==> src/rtl/fp29i_to_fp16_pack_pkg.sv <==
// Shared FP datapath constants: FP29i operand geometry, FP16 field layout,
// special FP16 encodings and the bit positions of the packer status flags.
package fpalu_pkg;

    localparam int ML_MANSIZE = 22;
    localparam int ML_EXPSIZE = 6;
    localparam int ML_EXPBIAS = 31;

    localparam int FP16_EXPW  = 5;
    localparam int FP16_FRACW = 10;
    localparam int FP16_BIAS  = 15;

    localparam logic [15:0] FP16_INF  = 16'h7C00;
    localparam logic [15:0] FP16_MAXN = 16'h7BFF;

    localparam int FLAG_OVF = 2;
    localparam int FLAG_UNF = 1;
    localparam int FLAG_INX = 0;

    // Everything the final packing stage needs once rounding has been decided
    typedef struct packed {
        logic                  sgn;
        logic                  zero;
        logic                  ovfPre;
        logic                  tiny;
        logic [FP16_EXPW-1:0]  exp5;
        logic [FP16_FRACW-1:0] frac;
        logic                  inc;
        logic                  inexact;
    } roundStage_t;

endpackage

==> src/rtl/fp29i_to_fp16_pack_count_lead_zero.sv <==
// Leading-zero counter; an all-zero input reports W_IN.
module count_lead_zero #(
    parameter int W_IN  = 32,
    parameter int W_OUT = $clog2(W_IN + 1)
) (
    input  logic [W_IN-1:0]  i_data,
    output logic [W_OUT-1:0] o_count
);

    // The highest set bit is visited last, so it decides the count
    always_comb begin
        o_count = W_OUT'(W_IN);
        for (int i = 0; i < W_IN; i++) begin
            if (i_data[i]) begin
                o_count = W_OUT'(W_IN - 1 - i);
            end
        end
    end

endmodule

==> src/rtl/fp29i_to_fp16_pack.sv <==
// FP29i -> IEEE FP16 output packer with round-to-nearest-even.
// Stage 1 normalises the mantissa, stage 2 picks the normal/subnormal
// alignment and the rounding increment, stage 3 applies it and handles
// overflow and zero. A single advance signal stalls all stages together.
module fp29i_to_fp16_pack
    import fpalu_pkg::*;
#(
    parameter int IN_EXPBIAS  = ML_EXPBIAS,
    parameter int OUT_EXPBIAS = FP16_BIAS,
    parameter bit SAT_ON_OVF  = 1'b0
) (
    input  logic                  clk,
    input  logic                  rst_n,
    input  logic                  in_valid,
    output logic                  in_ready,
    input  logic                  in_sgn,
    input  logic [ML_EXPSIZE-1:0] in_exp,
    input  logic [ML_MANSIZE-1:0] in_man_dn,
    output logic                  out_valid,
    input  logic                  out_ready,
    output logic [15:0]           out_fp16,
    output logic [2:0]            out_flags
);

    localparam logic signed [7:0] BIAS_DIFF = 8'(IN_EXPBIAS - OUT_EXPBIAS);

    logic                   w_adv;
    logic [5:0]             w_lzd;
    logic [21:0]            w_manNorm;
    logic signed [7:0]      w_expNorm;

    logic                   r_s1Valid;
    logic                   r_s1Sgn;
    logic                   r_s1Zero;
    logic [21:0]            r_s1Man;
    logic signed [7:0]      r_s1Exp;

    logic signed [7:0]      w_e16;
    logic signed [7:0]      w_shRaw;
    logic                   w_sub;
    logic [3:0]             w_sh;
    logic [32:0]            w_ext;
    logic                   w_guard;
    logic                   w_sticky;
    roundStage_t            w_s2Next;

    logic                   r_s2Valid;
    roundStage_t            r_s2;

    logic [14:0]            w_packed;
    logic                   w_ovf;
    logic [15:0]            w_res;
    logic [2:0]             w_flags;

    logic                   r_outValid;
    logic [15:0]            r_outFp16;
    logic [2:0]             r_outFlags;

    assign w_adv     = ~r_outValid | out_ready;
    assign in_ready  = w_adv;
    assign out_valid = r_outValid;
    assign out_fp16  = r_outFp16;
    assign out_flags = r_outFlags;

    count_lead_zero #(
        .W_IN (32)
    ) u_clz (
        .i_data  ({in_man_dn, 10'b0}),
        .o_count (w_lzd)
    );

    assign w_manNorm = in_man_dn << w_lzd;
    assign w_expNorm = $signed({2'b00, in_exp}) - $signed({2'b00, w_lzd});

    // Stage 1: capture the normalised operand so bit 21 is the integer bit
    always_ff @(posedge clk) begin
        if (!rst_n) begin
            r_s1Valid <= 1'b0;
            r_s1Sgn   <= 1'b0;
            r_s1Zero  <= 1'b0;
            r_s1Man   <= '0;
            r_s1Exp   <= '0;
        end else if (w_adv) begin
            r_s1Valid <= in_valid;
            r_s1Sgn   <= in_sgn;
            r_s1Zero  <= (in_man_dn == '0);
            r_s1Man   <= w_manNorm;
            r_s1Exp   <= w_expNorm;
        end
    end

    // Stage 2 logic: rebias, denormalise tiny values, derive guard/sticky and the RNE increment
    always_comb begin
        w_e16    = r_s1Exp - BIAS_DIFF;
        w_sub    = (w_e16 <= 8'sd0);
        w_shRaw  = 8'sd1 - w_e16;
        w_sh     = 4'd0;
        if (w_sub) begin
            w_sh = (w_shRaw > 8'sd12) ? 4'd12 : w_shRaw[3:0];
        end
        w_ext    = 33'({r_s1Man, 12'b0} >> w_sh);
        w_guard  = w_ext[22];
        w_sticky = |w_ext[21:0];

        w_s2Next         = '0;
        w_s2Next.sgn     = r_s1Sgn;
        w_s2Next.zero    = r_s1Zero;
        w_s2Next.ovfPre  = (w_e16 >= 8'sd31);
        w_s2Next.tiny    = w_sub;
        w_s2Next.exp5    = w_sub ? 5'd0 : w_e16[4:0];
        w_s2Next.frac    = w_ext[32:23];
        w_s2Next.inc     = w_guard & (w_sticky | w_ext[23]);
        w_s2Next.inexact = w_guard | w_sticky;
    end

    // Stage 2: hold the rounding decision
    always_ff @(posedge clk) begin
        if (!rst_n) begin
            r_s2Valid <= 1'b0;
            r_s2      <= '0;
        end else if (w_adv) begin
            r_s2Valid <= r_s1Valid;
            r_s2      <= w_s2Next;
        end
    end

    // Stage 3 logic: one adder applies the increment, letting carries ripple into the exponent
    always_comb begin
        w_packed = {r_s2.exp5, r_s2.frac} + 15'(r_s2.inc);
        w_ovf    = r_s2.ovfPre | (w_packed[14:10] == 5'd31);
        w_flags  = '0;
        w_res    = {r_s2.sgn, w_packed};
        if (r_s2.zero) begin
            w_res = {r_s2.sgn, 15'b0};
        end else if (w_ovf) begin
            w_res = {r_s2.sgn, SAT_ON_OVF ? FP16_MAXN[14:0] : FP16_INF[14:0]};
            w_flags[FLAG_OVF] = 1'b1;
            w_flags[FLAG_INX] = 1'b1;
        end else begin
            w_flags[FLAG_UNF] = r_s2.tiny & r_s2.inexact;
            w_flags[FLAG_INX] = r_s2.inexact;
        end
    end

    // Output register: result is held while the consumer stalls
    always_ff @(posedge clk) begin
        if (!rst_n) begin
            r_outValid <= 1'b0;
            r_outFp16  <= '0;
            r_outFlags <= '0;
        end else if (w_adv) begin
            r_outValid <= r_s2Valid;
            r_outFp16  <= w_res;
            r_outFlags <= w_flags;
        end
    end

endmodule

==> config.mk <==
export PLATFORM = sky130hd
export DESIGN_NAME = fp29i_to_fp16_pack
export DESIGN_NICKNAME = d
export VERILOG_FILES = /design/src/rtl/fp29i_to_fp16_pack_pkg.sv /design/src/rtl/fp29i_to_fp16_pack_count_lead_zero.sv /design/src/rtl/fp29i_to_fp16_pack.sv
export SDC_FILE = /design/constraint.sdc
export NUM_CORES = 1
export LEC_CHECK = 0
export ABC_AREA = 1
export CAP_MARGIN = 20
export CORE_ASPECT_RATIO = 0.6
export CORE_MARGIN = 1
export CORE_UTILIZATION = 55
export DETAILED_ROUTE_END_ITERATION = 8
export PLACE_DENSITY = 0.78
export SYNTH_ARGS = -nofsm -noshare
export SYNTH_HDL_FRONTEND = slang
export SYNTH_SLANG_ARGS = --single-unit
==> constraint.sdc <==
create_clock -name clk -period 6.8 [get_ports clk]
set_clock_uncertainty 0.15 [all_clocks]
set_input_delay 1.36 -clock clk [delete_from_list [all_inputs] [get_ports clk]]
set_output_delay 1.36 -clock clk [all_outputs]
set_load 0.03 [all_outputs]
==> run metrics, run 1 <==
H-tree depth=3; Max VDD drop=135 µV; final net count=928; Final setup viols=0; Die ar.=0.00991 mm²; Crit. End Element=register; Max Fclk=207 MHz; Rows=27; GRT Total Usage=0.303; average size of a mapped cell=6.16 µm²; Final Routed Wirelength=14200 µm; Gate Count Post-Synth=849; worst-case reg-to-reg path depth=17; asr flop ratio synth=0; first-pass GRT wire length=23900 µm; Ys Warns=0; Main synth FF type=dfxtp_1; remaining antenna violation count=0; Clk pin slew, worst setup/hold paths=60 ps; final worst path period share=0.710; relative slew slack=0.393; HPWL Detailed=11000 µm; gr ovfl total=0; gpl congestion=1.01; vias in the first global route=4966; worst stage delay on the critical path=480 ps; clk root buf=clkbuf_16; RSZ-0062 raised after global routing=no; Pleak=0.00280 µW; Post-Syn Nets=897; largest net degree at the start of global routing=77; critical-path cell with the highest stage delay=clkdlybuf4s50_1; wire per inst=14.0 µm; R2R setup slack=2920 ps; crit path to=r_s1Exp[5]$_SDFFE_PN0P_; Final Slew Violations=0; CP startpoint kind=input pin; post-route minimum period=4830 ps; Synth Register Bits=74; Post-Syn Area=0.00523 mm²; register area share after synthesis=0.283; crit-path max FO=23; commonest non-fill, non-tap cell in the layout=nand2_1; CP Data Required Time=6870 ps; hold-fix buffers at CTS=0; Power Dens Cells=253 mW/mm²; most frequent cells in the layout=nand2_1 (256), nand3_1 (111), inv_1 (80); CP Launch Point=in_man_dn[20]; setup TNS=0 ps; routed vias=5619; core area=0.00919 mm²; Unique masters post-synth=45; post-CTS sizing=0; initial antenna violation count=0; Cell Chain, Critical Path=clkdlybuf4s50_1, inv_1, nor2_1, clkinv_1, nand2_1, nand2_1, nor2_1, inv_1, a21oi_1, buf_4, inv_1, ha_1, a21oi_1, nand2_1, a21oi_1, o21ai_0, xor2_1, o211ai_1, inv_1; clock buffer depth=2; Top Ports=54; final hold viol count=0; layout cell share with drive strength beyond 1=0.0588; post-CTS setup buffers=0; Die Wd=128 µm; Worst R2R End=r_s2[0]$_SDFFE_PN0P_; CP arrival=4890 ps; total power=1550 µW; fillers=868; origin of the critical flop-to-flop path=r_s1Exp[4]$_SDFFE_PN0P_; Num CTS Buffers=9; CP Class=in2reg; DR vias/cell=5.54; Clock Latency Late Sink=330 ps; Worst Hold Class=reg2reg; clock sink total=74; Tightest Pin Transition=910 ps; DRT Pass-1 Iters=6; initial core utilization=0.569; most frequent CP cell=inv_1; status=completed; die height=77.5 µm; max cap viols=0; DRC Markers=0; TritonCTS clock tree=done; IO buf count=53; drt first-iter violations=533; number of flops mapped to enable cells by yosys=0; Syn-to-layout area delta=17.2%; Inserted Diodes=0
==> area by class of cell <==
type | instances | area [µm²] | area share
multi-input cells | 647 | 3240 | 0.529
well taps | 130 | 163 | 0.0266
inverters | 89 | 334 | 0.0546
clock buffers | 10 | 239 | 0.0390
flip-flops and latches | 74 | 1480 | 0.242
clock inverters | 6 | 88.8 | 0.0145
repair buffers | 59 | 576 | 0.0940
==> logic make-up after synthesis <==
logic type,count (synthesis),share of synthesized area
DFF,74,0.283
adders and majority gates,15,0.0373
xor gates and xnor gates,16,0.0283
and+or+nand+nor,458,0.374
AOI/OAI and AO/OA,155,0.174
buffers and inverters,128,0.0977
muxes,3,0.00575
==> worst min-delay path by stage <==
stage,endpoint,cells past startpoint,from,slack [ps]
final,r_s2Valid$_SDFFE_PN0P_,2,r_s2Valid$_SDFFE_PN0P_,310
after global routing,out_fp16[9]$_SDFFE_PN0P_,2,out_fp16[9]$_SDFFE_PN0P_,320
after CTS,out_fp16[9]$_SDFFE_PN0P_,2,out_fp16[9]$_SDFFE_PN0P_,310
after detailed placement,out_fp16[9]$_SDFFE_PN0P_,2,out_fp16[9]$_SDFFE_PN0P_,310
after global placement,r_s2Valid$_SDFFE_PN0P_,2,r_s2Valid$_SDFFE_PN0P_,290
after floorplan,r_s2Valid$_SDFFE_PN0P_,2,r_s2Valid$_SDFFE_PN0P_,280
==> power breakdown <==
part | total (µW) | switching [µW] | leakage, µW | internal, µW
sequential | 521 | 38.0 | 0.000610 | 483
combinational | 513 | 331 | 0.00203 | 182
clock | 517 | 185 | 0.000155 | 332
==> worst max-delay path: cells and delay by family <==
kind / cells / cell delay, ps
AOI/OAI and AO/OA: 5 / 690
adders and majority gates: 1 / 440
xor gates and xnor gates: 1 / 160
buffers and inverters: 7 / 1690
and+or+nand+nor: 5 / 550
==> metal layers <==
metal	part of all wire	global-route usage	routed length, µm	up-vias
met2	0.40	0.430	5640	199
met5	0	0	0	-
li1	-	-	-	2859
met3	0.086	0.0593	1220	13
met4	0.0095	0.0741	135	0
met1	0.51	0.460	7180	2548
==> stage by stage <==
step / worst slack [ps] / util / instances / area, µm² / hold WS, ps
3_3_place_gp: 1920 / 0.631 / 999 / 5800 / 291
2_1_floorplan: 2850 / - / 849 / 5230 / 280
3_5_place_dp: 1670 / 0.631 / 999 / 5800 / 305
6_report: 1970 / 0.666 / 1015 / 6120 / 310
5_1_grt: 1620 / 0.666 / 1015 / 6120 / 325
4_1_cts: 2010 / 0.666 / 1015 / 6120 / 314
==> flip-flops by register name (all words and copies together), names as in the netlist <==
signal / count
r_s1Man: 22
r_s1Zero: 1
r_s1Exp: 7
out_valid: 1
out_flags: 3
r_s2: 21
out_fp16: 16
r_s1Valid: 1
r_s1Sgn: 1
r_s2Valid: 1
==> synthesized netlist by cell type, types with 4 or more instances <==
library cell	number	share of area
nand2_1	256	0.18
nand4_1	12	0.014
nor2_1	55	0.040
inv_2	7	0.0050
o21ai_2	7	0.012
nor3_1	9	0.0086
a31oi_1	10	0.012
buf_2	6	0.0057
o21ai_1	20	0.019
nand3_1	111	0.11
inv_1	80	0.057
nand2_2	4	0.0048
clkbuf_1	28	0.020
a21oi_1	68	0.065
o211ai_1	6	0.0086
o21ai_0	28	0.027
ha_1	14	0.034
xor2_1	13	0.022
dfxtp_1	74	0.28
Note: power is estimated with default switching activity, not from simulation.
==> run 2, diff against run 1 <==
Settings changed: CORE_UTILIZATION 55 to 52, PLACE_DENSITY 0.78 to 0.77.
Clock period 6.8 ns to 3.9 ns, I/O delays scaled along.
==> run 2 against run 1 <==
Net effect: critical path depth is 2 lower; cell area is 1.6% higher; core utilization is 0.86 points lower; largest cell class unchanged.
==> run metrics, run 2 (synthesis gave the netlist of run 1 again) <==
Die ar.=0.0105 mm² (+5.7%); Max VDD drop=297 µV (+120%); max reg flops=22 (unchanged); fin area=0.00622 mm² (+1.6%); CP Launch Point=r_s1Exp[4]$_SDFFE_PN0P_; Buf+Inv Stages, Crit Path=4 (-3); Crit. End Element=register; routed vias=5685 (+1.2%); first-pass GRT wire length=23400 µm (-2.1%); hold_sp=out_flags[2]$_SDFFE_PN0P_; Finished Layout Cells=1029 (+1.4%); remaining antenna violation count=0 (unchanged); drt first-iter violations=643 (+21%); Power Dens Cells=427 mW/mm² (+69%); origin of the critical flop-to-flop path=r_s1Exp[4]$_SDFFE_PN0P_; final setup margin=418 ps (-1560 ps); initial core utilization=0.553 (-0.0163); Final Slew Violations=0 (unchanged); die height=79.7 µm (+2.8%); Max Fclk=287 MHz; layout cell share with drive strength beyond 1=0.0745 (+0.0158); post-CTS setup buffers=0 (unchanged); initial antenna violation count=0 (unchanged); IO buf count=53 (unchanged); setup TNS=0 ps (unchanged); gpl congestion=0.982 (-2.5%); relative slew slack=0.359 (-0.0340); max cap viols=0 (unchanged); CP top delay family=simple AND/OR/NAND/NOR gates; Biggest register=r_s1Man; vias in the first global route=4952 (-0.28%); gr ovfl total=0 (unchanged); Cell Chain, Critical Path=inv_1, ha_1, xnor2_2, xor2_1, o2111ai_1, nand2_2, nand2_2, inv_2, nor2_1, o21ai_0, inv_1, o21ai_0, nand4_1, o21ai_1, nand4_1, nand3_1, inv_1; Final setup viols=0 (unchanged); status=completed; CP arrival=3570 ps (-1320 ps); most frequent CP cell=inv_1; final net count=942 (+1.5%); fin util=0.658 (-0.00859); hold-fix buffers at CTS=0 (unchanged); DRT Pass-1 Iters=5 (-1); Clk pin slew, worst setup/hold paths=60 ps (about the same); HPWL Detailed=10900 µm (-0.72%); CP Class=reg2reg; DR vias/cell=5.52 (-0.20%); area post-placement=0.00591 mm² (+2.0%); Top Ports=54 (unchanged); Syn-to-layout area delta=19.1%; largest net degree at the start of global routing=48 (-38%); CP startpoint kind=register; post-CTS sizing=0 (unchanged); dpl ws=81.4 ps (-1590 ps); final worst path period share=0.893; Cells after DPL=1013 (+1.4%); Tightest Pin Transition=959 ps (+48.8 ps); Rows=27 (unchanged); worst stage delay on the critical path=380 ps (-100 ps); GRT Total Usage=0.276 (-0.0268); Worst Hold Class=reg2reg; wire per inst=13.5 µm (-3.5%); CP Data Required Time=3990 ps (-2880 ps); Die Wd=131 µm (+2.8%); post-route minimum period=3480 ps; DRC Markers=0 (unchanged); Pleak=0.00285 µW (+1.8%); crit-path max FO=17 (-26%); Clock Latency Late Sink=340 ps (about the same); clk root buf=clkbuf_16; Final Routed Wirelength=13900 µm (-2.2%); critical-path cell with the highest stage delay=dfxtp_1; H-tree depth=3 (unchanged); clock sink total=74 (unchanged); clock buffer depth=2 (unchanged); core area=0.00946 mm² (+2.9%); TritonCTS clock tree=done; final hold viol count=0 (unchanged); commonest non-fill, non-tap cell in the layout=nand2_1; Num CTS Buffers=9 (unchanged); most frequent cells in the layout=nand2_1 (256), nand3_1 (111), inv_1 (80); Inserted Diodes=0 (unchanged)
==> run 2: area by class of cell <==
| cell class | instances | area, µm² |
|---|---|---|
| inverters | 89 | 334 |
| fillers | 843 | 3240 |
| multi-input cells | 647 | 3250 |
| repair buffers | 73 | 693 |
| flip-flops and latches | 74 | 1480 |
| well taps | 130 | 163 |
| clock inverters | 7 | 77.6 |
| clock buffers | 9 | 225 |
==> run 2: worst paths after layout <==
check | end | slack (ps) | cells after the start
max | r_s2[0]$_SDFFE_PN0P_ | 420 | 17
max reg2reg | r_s2[0]$_SDFFE_PN0P_ | 420 | 17
min | out_flags[2]$_SDFFE_PN0P_ | 310 | 2
min reg2reg | out_flags[2]$_SDFFE_PN0P_ | 310 | 2
==> run 2: metal layers <==
layer	wire length, µm	vias to the layer above	GRT usage	part of all wire
met5	0	-	0	0
li1	-	2895	-	-
met4	101	0	0.0558	0.0073
met1	6810	2535	0.397	0.49
met2	5380	241	0.395	0.39
met3	1570	14	0.0921	0.11
==> run 2: tightest hold or removal path, stage by stage, from the launching register on <==
cell     delay [ps]
dfxtp_1         300
nand2_1          60
a21oi_1          50
==> run 2: where the power goes <==
part / internal (µW) / leakage, µW / switching [µW] / total [µW]
registers: 842 / 0.000610 / 66.0 / 908
clock network: 499 / 0.000135 / 342 / 842
logic: 334 / 0.00210 / 572 / 906
total: 1670 / 0.00285 / 980 / 2650
==> run 2: per-stage QoR <==
| step | total power [µW] | hold WS [ps] |
|---|---|---|
| 2_1_floorplan | 1570 | 280 |
| 3_3_place_gp | 1780 | 290 |
| 3_5_place_dp | 1810 | 294 |
| 4_1_cts | 2650 | 314 |
| 5_1_grt | 2820 | 336 |
| 6_report | 2650 | 312 |
==> run 3, diff against run 2 <==
Settings changed: CELL_PAD_IN_SITES_DETAIL_PLACEMENT set to 1, CELL_PAD_IN_SITES_GLOBAL_PLACEMENT set to 1, CORE_UTILIZATION 52 to 40, PLACE_DENSITY 0.77 to unset, PLACE_DENSITY_LB_ADDON set to 0.1.
Clock period 3.9 ns to 3.85 ns, I/O delays scaled along.
==> run 3 against run 2 <==
Net effect: final cell count grew 3.7%; fmax shrank 0.87%; wire length increased by 26%; clock power is 10% higher; hold slack improved by 5.4 ps; critical endpoint unchanged; largest power group is now combinational cells.
==> run metrics, run 3 (synthesis gave the netlist of run 1 again) <==
GRT Total Usage=0.272 (-0.00433); largest net degree at the start of global routing=77 (+60%); Inserted Diodes=0 (unchanged); RSZ-0062 raised after global routing=yes; Worst R2R End=r_s2[0]$_SDFFE_PN0P_; CP Launch Point=r_s1Exp[4]$_SDFFE_PN0P_; drt first-iter violations=315 (-51%); max cap viols=0 (unchanged); Max VDD drop=244 µV (-18%); DRT Pass-1 Iters=5 (unchanged); CP Class=reg2reg; DR vias/cell=5.47 (-0.97%); relative slew slack=0.552 (+0.193); Rows=31 (+15%); core area=0.0124 mm² (+31%); hold_sp=out_fp16[8]$_SDFFE_PN0P_; remaining antenna violation count=0 (unchanged); commonest non-fill, non-tap cell in the layout=nand2_1; post-CTS setup buffers=0 (unchanged); final setup margin=338 ps (-80.5 ps); CP arrival=3600 ps (+30 ps); crit-path max FO=12 (-5); HPWL Detailed=13500 µm (+24%); initial antenna violation count=0 (unchanged); Clock Latency Late Sink=340 ps (about the same); total power=2830 µW (+6.4%); clk root buf=clkbuf_16; layout cell share with drive strength beyond 1=0.0787 (+0.00419); Crit. End Element=register; dpl ws=-81.6 ps (-163 ps); die height=90.5 µm (+14%); gpl congestion=0.951 (-3.1%); Tightest Pin Transition=668 ps (-291 ps); post-route minimum period=3510 ps (+30.5 ps); DRC Markers=0 (unchanged); CP top delay family=simple AND/OR/NAND/NOR gates; Cells after DPL=1051 (+3.8%); worst stage delay on the critical path=380 ps (about the same); max reg flops=22 (unchanged); R2R setup slack=340 ps (-80 ps); Power Dens Cells=445 mW/mm² (+4.4%); Biggest register=r_s1Man; Final setup viols=0 (unchanged); Cell Chain, Critical Path=inv_1, ha_1, xnor2_2, xor2_1, o2111ai_1, nand2_2, nand2_4, buf_4, o21ai_1, inv_1, nand2_1, o21ai_1, o21ai_1, nand4_1, o21ai_1, nand4_1, nand3_1, inv_1; WHS Endpoint=out_fp16[8]$_SDFFE_PN0P_; gr ovfl total=0 (unchanged); hold-fix buffers at CTS=0 (unchanged); Pleak=0.00289 µW (+1.5%); most frequent cells in the layout=nand2_1 (256), nand3_1 (111), inv_1 (80); TritonCTS clock tree=done; clock buffer depth=2 (unchanged); most frequent CP cell=o21ai_1; first-pass GRT wire length=29300 µm (+25%); Worst Hold Class=reg2reg; Num CTS Buffers=9 (unchanged); final worst path period share=0.912 (+0.0195); Finished Layout Cells=1067 (+3.7%); critical-path cell with the highest stage delay=dfxtp_1; Syn-to-layout area delta=21.4%; CP Data Required Time=3940 ps (-50 ps); Clk pin slew, worst setup/hold paths=60 ps (about the same); Final Routed Wirelength=17500 µm (+26%); Top Ports=54 (unchanged); routed vias=5838 (+2.7%); worst-case reg-to-reg path depth=18 (+1); CP startpoint kind=register; wire per inst=16.4 µm (+21%); Final Slew Violations=0 (unchanged); Hold Path Depth=2 (unchanged); clock sink total=74 (unchanged); final net count=945 (+0.32%); status=completed; Buf+Inv Stages, Crit Path=4 (unchanged); Max Fclk=285 MHz (-0.87%); final hold viol count=0 (unchanged); Die ar.=0.0135 mm² (+29%); initial core utilization=0.422 (-0.130); IO buf count=53 (unchanged); H-tree depth=3 (unchanged); origin of the critical flop-to-flop path=r_s1Exp[4]$_SDFFE_PN0P_; vias in the first global route=5954 (+20%); Die Wd=150 µm (+14%)
-- run 3: worst max path at each step --
stage | cells past startpoint | slack, ps | endpoint
2_1_floorplan | 29 | 490 | r_s1Exp[6]$_SDFFE_PN0P_
3_3_place_gp | 28 | 70 | r_s1Exp[6]$_SDFFE_PN0P_
6_report | 18 | 340 | r_s2[0]$_SDFFE_PN0P_
3_5_place_dp | 28 | -80 | r_s1Exp[6]$_SDFFE_PN0P_
5_1_grt | 28 | -10 | r_s1Man[17]$_SDFFE_PN0P_
4_1_cts | 17 | 210 | r_s2[0]$_SDFFE_PN0P_
-- run 3: per-layer routing --
metal  share of wire  vias to the layer above  GRT usage
li1                -                     2885          -
met1            0.51                     2807      0.384
met2            0.43                      133      0.414
met3           0.060                       13     0.0702
met4          0.0072                        0     0.0502
met5               0                        -          0
-- run 3: report_power, final --
part           internal (µW)  switching, µW  leakage (µW)
sequential               852           71.4      0.000610
clock                    573            353      0.000156
combinational            345            631       0.00212
total                   1770           1060       0.00289
-- run 3: metrics by stage --
| stage | TNS [ps] | utilization | hold WS, ps | cell area, µm² |
|---|---|---|---|---|
| 5_1_grt | -10.9 | 0.513 | 340 | 6340 |
| 6_report | 0 | 0.513 | 317 | 6340 |
| 2_1_floorplan | 0 | - | 280 | 5230 |
| 4_1_cts | 0 | 0.511 | 318 | 6320 |
| 3_3_place_gp | 0 | 0.484 | 289 | 5990 |
| 3_5_place_dp | -104 | 0.484 | 308 | 5990 |
-- run 3: repair_timing --
item | 4_1_cts | 5_1_grt
hold endpoints to repair | 0 | 0
gates resized for setup | 0 | 7
setup endpoints to repair | 0 | 6
-- run 3: cell type report --
type | count | area (µm²)
clock buffer | 9 | 225
clock inverter | 7 | 103
fill | 1681 | 6030
inverter | 89 | 337
multi-input combinational | 647 | 3260
sequential | 74 | 1480
tap | 165 | 206
timing repair buffer | 76 | 728
-- run 3: worst register-to-register path: cells and delay by family, from the launching register on --
| family | cells | cell delay [ps] |
|---|---|---|
| simple gates | 6 | 870 |
| compound gates | 5 | 820 |
| xor+xnor | 2 | 450 |
| buf+inv | 4 | 450 |
| flops | 1 | 380 |
| fa+ha+maj | 1 | 300 |
